### src/rtl/store_rmw_queue.sv
// Buffered sub-word store engine. Stores are queued in a DEPTH-entry FIFO and
// retired in order against a word-only memory. Full-word stores are written
// directly; partial stores do read, merge, then write.
module store_rmw_queue #(
    parameter int DATA_W = 32,
    parameter int ADDR_W = 32,
    parameter int DEPTH  = 4,
    parameter int SZ_W   = 2
) (
    input  logic                       clk,
    input  logic                       rst_n,
    input  logic                       req_valid,
    output logic                       req_ready,
    input  logic [ADDR_W-1:0]          req_addr,
    input  logic [DATA_W-1:0]          req_data,
    input  logic [SZ_W-1:0]            req_size,
    output logic                       mem_req,
    output logic                       mem_we,
    output logic [ADDR_W-1:0]          mem_addr,
    output logic [DATA_W-1:0]          mem_wdata,
    input  logic                       mem_gnt,
    input  logic                       mem_rvalid,
    input  logic [DATA_W-1:0]          mem_rdata,
    output logic                       busy,
    output logic [$clog2(DEPTH):0]     count,
    output logic                       err_misalign
);
    localparam int NB = DATA_W / 8;
    localparam int BW = $clog2(NB);
    localparam int PW = $clog2(DEPTH);
    localparam int CW = PW + 1;

    typedef enum logic [1:0] {IDLE, RD_REQ, RD_WAIT, WRITE} state_e;

    // Sizes at or above the word size all mean a full-word store.
    function automatic int eff_size(input logic [SZ_W-1:0] sz);
        return (int'(sz) >= BW) ? BW : int'(sz);
    endfunction

    function automatic logic misaligned(input logic [ADDR_W-1:0] a, input logic [SZ_W-1:0] sz);
        int s;
        s = eff_size(sz);
        return (int'(a[BW-1:0]) & ((1 << s) - 1)) != 0;
    endfunction

    // Replace the addressed lane of the old word with the right-aligned store data.
    function automatic logic [DATA_W-1:0] merge(input logic [DATA_W-1:0] old,
                                                 input logic [DATA_W-1:0] d,
                                                 input logic [ADDR_W-1:0] a,
                                                 input logic [SZ_W-1:0]   sz);
        int s;
        int o;
        logic [DATA_W-1:0] m;
        s = eff_size(sz);
        o = int'(a[BW-1:0]) >> s;
        m = old;
        for (int b = 0; b < NB; b++) begin
            if ((b >> s) == o) m[8*b +: 8] = d[8*(b & ((1 << s) - 1)) +: 8];
        end
        return m;
    endfunction

    logic [ADDR_W-1:0] q_addr_q [DEPTH];
    logic [DATA_W-1:0] q_data_q [DEPTH];
    logic [SZ_W-1:0]   q_size_q [DEPTH];
    logic [PW-1:0]     wptr_q, rptr_q;
    logic [CW-1:0]     count_q;
    state_e            state_q, state_d;
    logic [ADDR_W-1:0] w_addr_q, w_addr_d;
    logic [DATA_W-1:0] w_data_q, w_data_d;
    logic [SZ_W-1:0]   w_size_q, w_size_d;
    logic              err_q;
    logic              accept, push, pop, bad;

    assign req_ready    = (count_q != CW'(DEPTH));
    assign accept       = req_valid & req_ready;
    assign bad          = misaligned(req_addr, req_size);
    assign push         = accept & ~bad;
    assign pop          = (state_q == IDLE) & (count_q != '0);
    assign busy         = (count_q != '0) | (state_q != IDLE);
    assign count        = count_q;
    assign err_misalign = err_q;
    assign mem_addr     = {w_addr_q[ADDR_W-1:BW], {BW{1'b0}}};
    assign mem_wdata    = (state_q == WRITE) ? w_data_q : '0;

    // Queue storage; contents are only meaningful between the pointers.
    always_ff @(posedge clk) begin
        if (push) begin
            q_addr_q[wptr_q] <= req_addr;
            q_data_q[wptr_q] <= req_data;
            q_size_q[wptr_q] <= req_size;
        end
    end

    // Queue pointers, occupancy and the misalignment pulse.
    always_ff @(posedge clk or negedge rst_n) begin
        if (!rst_n) begin
            wptr_q  <= '0;
            rptr_q  <= '0;
            count_q <= '0;
            err_q   <= 1'b0;
        end else begin
            err_q <= accept & bad;
            if (push) wptr_q <= wptr_q + PW'(1);
            if (pop)  rptr_q <= rptr_q + PW'(1);
            case ({push, pop})
                2'b10:   count_q <= count_q + CW'(1);
                2'b01:   count_q <= count_q - CW'(1);
                default: count_q <= count_q;
            endcase
        end
    end

    // FSM state and working store register.
    always_ff @(posedge clk or negedge rst_n) begin
        if (!rst_n) begin
            state_q  <= IDLE;
            w_addr_q <= '0;
            w_data_q <= '0;
            w_size_q <= '0;
        end else begin
            state_q  <= state_d;
            w_addr_q <= w_addr_d;
            w_data_q <= w_data_d;
            w_size_q <= w_size_d;
        end
    end

    // Next state and memory request decode; w_data holds store data until merged.
    always_comb begin
        state_d  = state_q;
        w_addr_d = w_addr_q;
        w_data_d = w_data_q;
        w_size_d = w_size_q;
        mem_req  = 1'b0;
        mem_we   = 1'b0;
        case (state_q)
            IDLE: begin
                if (count_q != '0) begin
                    w_addr_d = q_addr_q[rptr_q];
                    w_data_d = q_data_q[rptr_q];
                    w_size_d = q_size_q[rptr_q];
                    state_d  = (eff_size(q_size_q[rptr_q]) == BW) ? WRITE : RD_REQ;
                end
            end
            RD_REQ: begin
                mem_req = 1'b1;
                if (mem_gnt) state_d = RD_WAIT;
            end
            RD_WAIT: begin
                if (mem_rvalid) begin
                    w_data_d = merge(mem_rdata, w_data_q, w_addr_q, w_size_q);
                    state_d  = WRITE;
                end
            end
            WRITE: begin
                mem_req = 1'b1;
                mem_we  = 1'b1;
                if (mem_gnt) state_d = IDLE;
            end
            default: state_d = IDLE;
        endcase
    end
endmodule

### config.mk
export PLATFORM = sky130hd
export DESIGN_NAME = store_rmw_queue
export DESIGN_NICKNAME = d
export VERILOG_FILES = /design/src/rtl/store_rmw_queue.sv
export SDC_FILE = /design/constraint.sdc
export NUM_CORES = 1
export LEC_CHECK = 0
export CAP_MARGIN = 20
export CORE_AREA = 2 2 297 152
export CTS_CLUSTER_DIAMETER = 100
export DETAILED_ROUTE_END_ITERATION = 8
export DIE_AREA = 0 0 299 154
export GPL_TIMING_DRIVEN = 0
export SKIP_LAST_GASP = 1
export SLEW_MARGIN = 20
export SYNTH_ARGS = -nofsm -noshare
export SYNTH_HDL_FRONTEND = slang
export SYNTH_SLANG_ARGS = --single-unit
### constraint.sdc
create_clock -name clk -period 5.9 [get_ports clk]
set_input_delay 1.77 -clock clk [delete_from_list [all_inputs] [get_ports clk]]
set_output_delay 1.77 -clock clk [all_outputs]
set_load 0.05 [all_outputs]
# Word level (Yosys, flattened, before mapping)

Memories as Yosys holds them, arrays and structs flattened. A register that Yosys moved wholly into a read port is not among the register bits.
Index checks and enable logic that the tools add are counted.

Flip-flop bits (word level): 44
Word-level logic and storage cells: 87
Input port bits: 103
RAM bits: 264
Memories kept: 3

Memories:

| memory   | depth | width | read ports | clocked after Yosys merged registers in | wr ports | RTL line | text |
|---|---|---|---|---|---|---|---|
| q_addr_q | 4     | 32    | 1          | 1                                       | 1        | 63       | `logic [ADDR_W-1:0] q_addr_q [DEPTH];` |
| q_data_q | 4     | 32    | 1          | 0                                       | 1        | 64       | `logic [DATA_W-1:0] q_data_q [DEPTH];` |
| q_size_q | 4     | 2     | 1          | 0                                       | 1        | 65       | `logic [SZ_W-1:0] q_size_q [DEPTH];` |

Reduce and logical (&&, ||, !) cells: 12
$lt $le $gt $ge: 3
Mux-type cells: 22
Shift-type cells: 10
$add $sub $neg: 6
Eq/ne operators: 16
Bitwise gates (word level): 7

Operators with widths:

| cell                  | count |
|---|---|
| $eq 32x32->1          | 4 |
| $mux 32               | 3 |
| $pmux 32 s2           | 1 |
| $shiftx 32x6->8       | 2 |
| $shr 1x2->32 const A  | 2 |
| $shr 2x2->32 const A  | 2 |
| $and 3x32->32         | 1 |
| $mux 8                | 4 |
| $reduce_bool 32->1    | 1 |
| $shiftx 32x5->8       | 1 |
| $shl 1x2->32 const A  | 1 |
| $shr 2x2->32          | 1 |
| $sub 32x2->32 const B | 1 |
| $mux 2                | 8 |
| $eq 2x2->1 const B    | 4 |
| $ne 2x2->1 const B    | 4 |
| $pmux 2 s4            | 1 |
| $reduce_and 4->1      | 2 |
| $ge 2x2->1 const B    | 3 |
| $pmux 3 s2            | 1 |
| $reduce_bool 2->1     | 3 |
| $add 2x1->2 const B   | 2 |
| $and 1x1->1           | 4 |
| $eq 2x1->1 const B    | 2 |
| other kinds (15)      | 18 |

# Logic depth before layout (Yosys ltp)

Depth after elaboration: 10
Mapped depth: 11
Depth with buffers taken out: 10

# Worst setup path after synthesis

OpenSTA, ideal clock, no wires.

Kind: input to register
From: in req_addr[0]
To: mem q_addr_q[0][0], enable pin
Data required time: 5.469 ns
Slack: 1.613 ns
Stages: 4
Arrival time: 3.856 ns
Library setup time: 0.431 ns
Path through: a21oi_1 -> nor2_1 -> nor2_1 -> and2_1

Word-level cells in the longest chain between the ends: 6

RTL lines:

| what                         | RTL line | text |
|---|---|---|
| start, declared              | 14       | `input logic [ADDR_W-1:0] req_addr,` |
| $and 3x32->32                | 43       | `return (int'(a[BW-1:0]) & ((1 << s) - 1)) != 0;` |
| $reduce_bool 32->1           | 43       |  |
| $not 1->1                    | 78       | `assign push = accept & ~bad;` |
| $and 1x1->1                  | 78       |  |
| $mux 1                       | 88       | `if (push) begin` |
| $mux 1 (implied by the code) | 89       | `q_addr_q[wptr_q] <= req_addr;` |
| end, declared                | 63       |  |

No other way between the ends.

# Worst setup path in the final report

From: reg state_q[1]
To: out mem_wdata[12]

Word-level cells in the longest chain between the ends: 2

RTL lines:

| what                   | RTL line | text |
|---|---|---|
| start, declared        | 68       | `state_e state_q, state_d;` |
| start signal, assigned | 122      | `state_q <= state_d;` |
| $eq 2x2->1             | 84       | `assign mem_wdata = (state_q == WRITE) ? w_data_q : '0;` |
| $mux 32                | 84       |  |
| end, declared          | 20       | `output logic [DATA_W-1:0] mem_wdata,` |

No other way between the ends.

==> flow_summary.json <==
{
  "worst_slew_pin_slew_ns": 1.038,
  "fp-row-count": 54,
  "crit_arrival_ns": 2.76,
  "reg2reg_slack_ns": 2.91,
  "yosys.area.top_type": "edfxtp_1",
  "worstPathMaxFanout": 10,
  "min_period_ns": 4.528,
  "fmaxAchievable_mhz": 220.9,
  "synth_compound_area_share_pct": 3.685,
  "clkSlewWorstSetupHoldPaths_ns": 0.07,
  "grt_pass1_vias": 8414,
  "synth_edf_count": 264,
  "finalClockSkew_ns": 0.009560,
  "p_sw_mw": 3.418,
  "p_sw_share_pct": 36.43,
  "mappedNetlistArea_sq_um": 13750,
  "timing.max_cap.violations": 0,
  "dp_hpwl_mm": 22.38,
  "drtIter0Drc": 539,
  "drive_above_1_share_pct": 18.64,
  "worstSetupEndpointType": "primary output",
  "leakage_nw": 6.284,
  "cts_tree": "yes",
  "synth-seq-cells": 340,
  "min_period_over_period_pct": 76.74,
  "die_w_um": 299,
  "holdCritPathClass": "reg2reg",
  "cp.required_ns": 4.13,
  "post_cts_resized": 0,
  "synth_top_family_by_area": "multiplexers",
  "core_area_sq_um": 43240,
  "seqPwrFrac_pct": 36.0,
  "yosys_most_used_dff": "edfxtp_1",
  "ys_async_sr_fraction_pct": 22.35,
  "critPathKind": "reg2out",
  "vias_per_cell": 4.698,
  "start_kind": "flop",
  "clk_latency_ns": 0.51,
  "power.clock.fraction_pct": 24.1,
  "antenna_found_initial": 5,
  "start_util_pct": 31.80,
  "grt_max_degree": 45,
  "port_buffers": 172,
  "rsz0062_at_grt": "false",
  "synthXorXnorAreaFrac_pct": 0.3821,
  "grt_usage_pct": 14.19,
  "remaining_drc_errors": 0,
  "synth-seq-area-share_pct": 71.48,
  "layout_commonest_cell": "edfxtp_1",
  "place_area_sq_um": 16340,
  "ctsHoldBuffers": 0,
  "hold_viol": 0,
  "status": "completed",
  "grt_remaining_overflow": 0,
  "fin_tns_setup_ns": 0,
  "die_area_sq_um": 46050,
  "ys_warn_count": 0,
  "globalplace.congestion": 0.8408,
  "io_pins": 175,
  "cts_root_buf": "clkbuf_16",
  "ant_nets": 0,
  "cts-htree-levels": 2,
  "cts_setup_buffers": 0,
  "fin_total_pwr_mw": 9.383,
  "vdd.ir_drop.worst_mv": 0.2671,
  "synthTopCellsByArea": "edfxtp_1 (58%), dfrtp_1 (14%), mux4_2 (11%), nand2_1 (3.5%), mux2i_1 (2.0%)",
  "final_cell_mix": "edfxtp_1 (264), clkdlybuf4s50_1 (171), nand2_1 (127)",
  "p_comb_share_pct": 39.9,
  "synthMuxAreaShare_pct": 13.51,
  "max_slew_margin_pct": 30.34,
  "die_y_um": 154,
  "syn_inst": 816,
  "drt_wl_total_mm": 32.71,
  "synth_cell_type_count": 41,
  "fillers": 3939,
  "fin_nets": 1145,
  "synth_fa_ha_area_share_pct": 1.055,
  "dr.pass1.iters": 4,
  "avgRoutedWirePerCell_um": 19.85,
  "internal_power_mw": 5.964,
  "clock-sinks": 340,
  "cts_made_buffers": 35,
  "power_density_nw_per_um2": 534.9,
  "design_area_sq_um": 17540,
  "slew_viol_final": 0,
  "vias": 7742,
  "yosys.area_share.simple_pct": 6.560,
  "setup_viol": 0,
  "grt_pass1_wl_mm": 49.82,
  "clk_path_buf_depth": 3,
  "area_growth_syn_to_layout_pct": 27.56,
  "avgSynthCellArea_sq_um": 16.85,
  "synth_top_area_share_pct": 57.65
}
==> stage by stage <==
step                      worst slack, ns  hold slack, ns  utilization (%)  std cells
after floorplan                     1.613          0.4408                -        817
after global placement            -0.4684          0.4602            37.49       1577
after detailed placement            1.515          0.4639            37.80       1582
after CTS                           1.346          0.4772            40.55       1645
after global routing                1.283          0.4980            40.57       1648
final                               1.372          0.4751            40.57       1648
==> path summary, 6_finish.rpt <==
check                                end         start  cells after the start
max reg2reg                     count[2]    state_q[0]                     11
max in group asynchronous    w_data_q[1]         rst_n                      2
max                        mem_wdata[12]    state_q[1]                      4
min reg2reg                 w_addr_q[22]  w_addr_q[22]                      2
min                         w_addr_q[22]  w_addr_q[22]                      2
min in group asynchronous   w_addr_q[21]         rst_n                      1
==> cells in the mapped netlist (2+ instances only) <==
| cell | n |
|---|---|
| a21oi_1 | 10 |
| a221oi_1 | 8 |
| a22oi_1 | 8 |
| and2_1 | 37 |
| buf_2 | 15 |
| buf_4 | 33 |
| clkbuf_1 | 19 |
| dfrtp_1 | 76 |
| edfxtp_1 | 264 |
| ha_1 | 10 |
| inv_1 | 11 |
| mux2_2 | 9 |
| mux2i_1 | 27 |
| mux4_2 | 66 |
| nand2_1 | 127 |
| nand2b_1 | 3 |
| nor2_1 | 23 |
| nor3_1 | 3 |
| o211ai_1 | 9 |
| o21ai_0 | 26 |
| o31ai_1 | 6 |
| o31ai_2 | 3 |
| xnor2_1 | 4 |
| xor2_1 | 2 |
==> sequential cells by signal, summed over array words and instances (netlist names) <==
signal,count
q_addr_q,128
q_data_q,128
w_addr_q,32
w_data_q,32
q_size_q,8
count,3
rptr_q,2
state_q,2
w_size_q,2
wptr_q,2
err_misalign,1
==> power groups by stage <==
| stage | registers, mW | clock network [mW] | logic [mW] |
|---|---|---|---|
| finish | 3.38 | 2.26 | 3.74 |
| detailed placement | 3.42 | 0 | 3.79 |
| CTS | 3.38 | 2.31 | 3.80 |
| global placement | 3.43 | 0 | 3.68 |
| global route | 3.42 | 2.40 | 4.04 |
| floorplan | 3.35 | 0 | 2.63 |
==> metal layers <==
metal  wire length [um]  up-vias  global-route usage, %
met5                  7        -                      0
met4               1060        2                  6.167
met3                968       63                  2.105
met2              18220      143                  26.80
met1              12450     4048                  15.90
li1                   -     3486                      -
==> area by class of cell <==
type                       instances  area (sq um)  area share, %
antenna                            3         7.507        0.04280
buffer                            69         409.1          2.332
clock buffer                      47          1023          5.835
clock inverter                    16         167.7         0.9558
inverter                          12         45.04         0.2568
multi-input combinational        396          3482          19.85
sequential                       340          9829          56.03
tap                              588         735.7          4.194
timing repair buffer             177          1842          10.50
==> worst max-delay path, cell delays in order, from the launching register on <==
cell and delay (ns):
dfrtp_1 0.39, ha_1 0.35, clkbuf_1 0.43, and2_1 0.26, clkdlybuf4s50_1 0.82
==> kinds of logic (layout without fill, tap and decap cells) <==
family          after synthesis  count (layout)
flops                       340             340
simple gates                201             201
compound gates               74              74
xor+xnor                      6               6
other cells                   1               5
buf+inv                      81             321
mux                         102             102
fa+ha+maj                    11              11
Power figures use the tool's default switching activity.
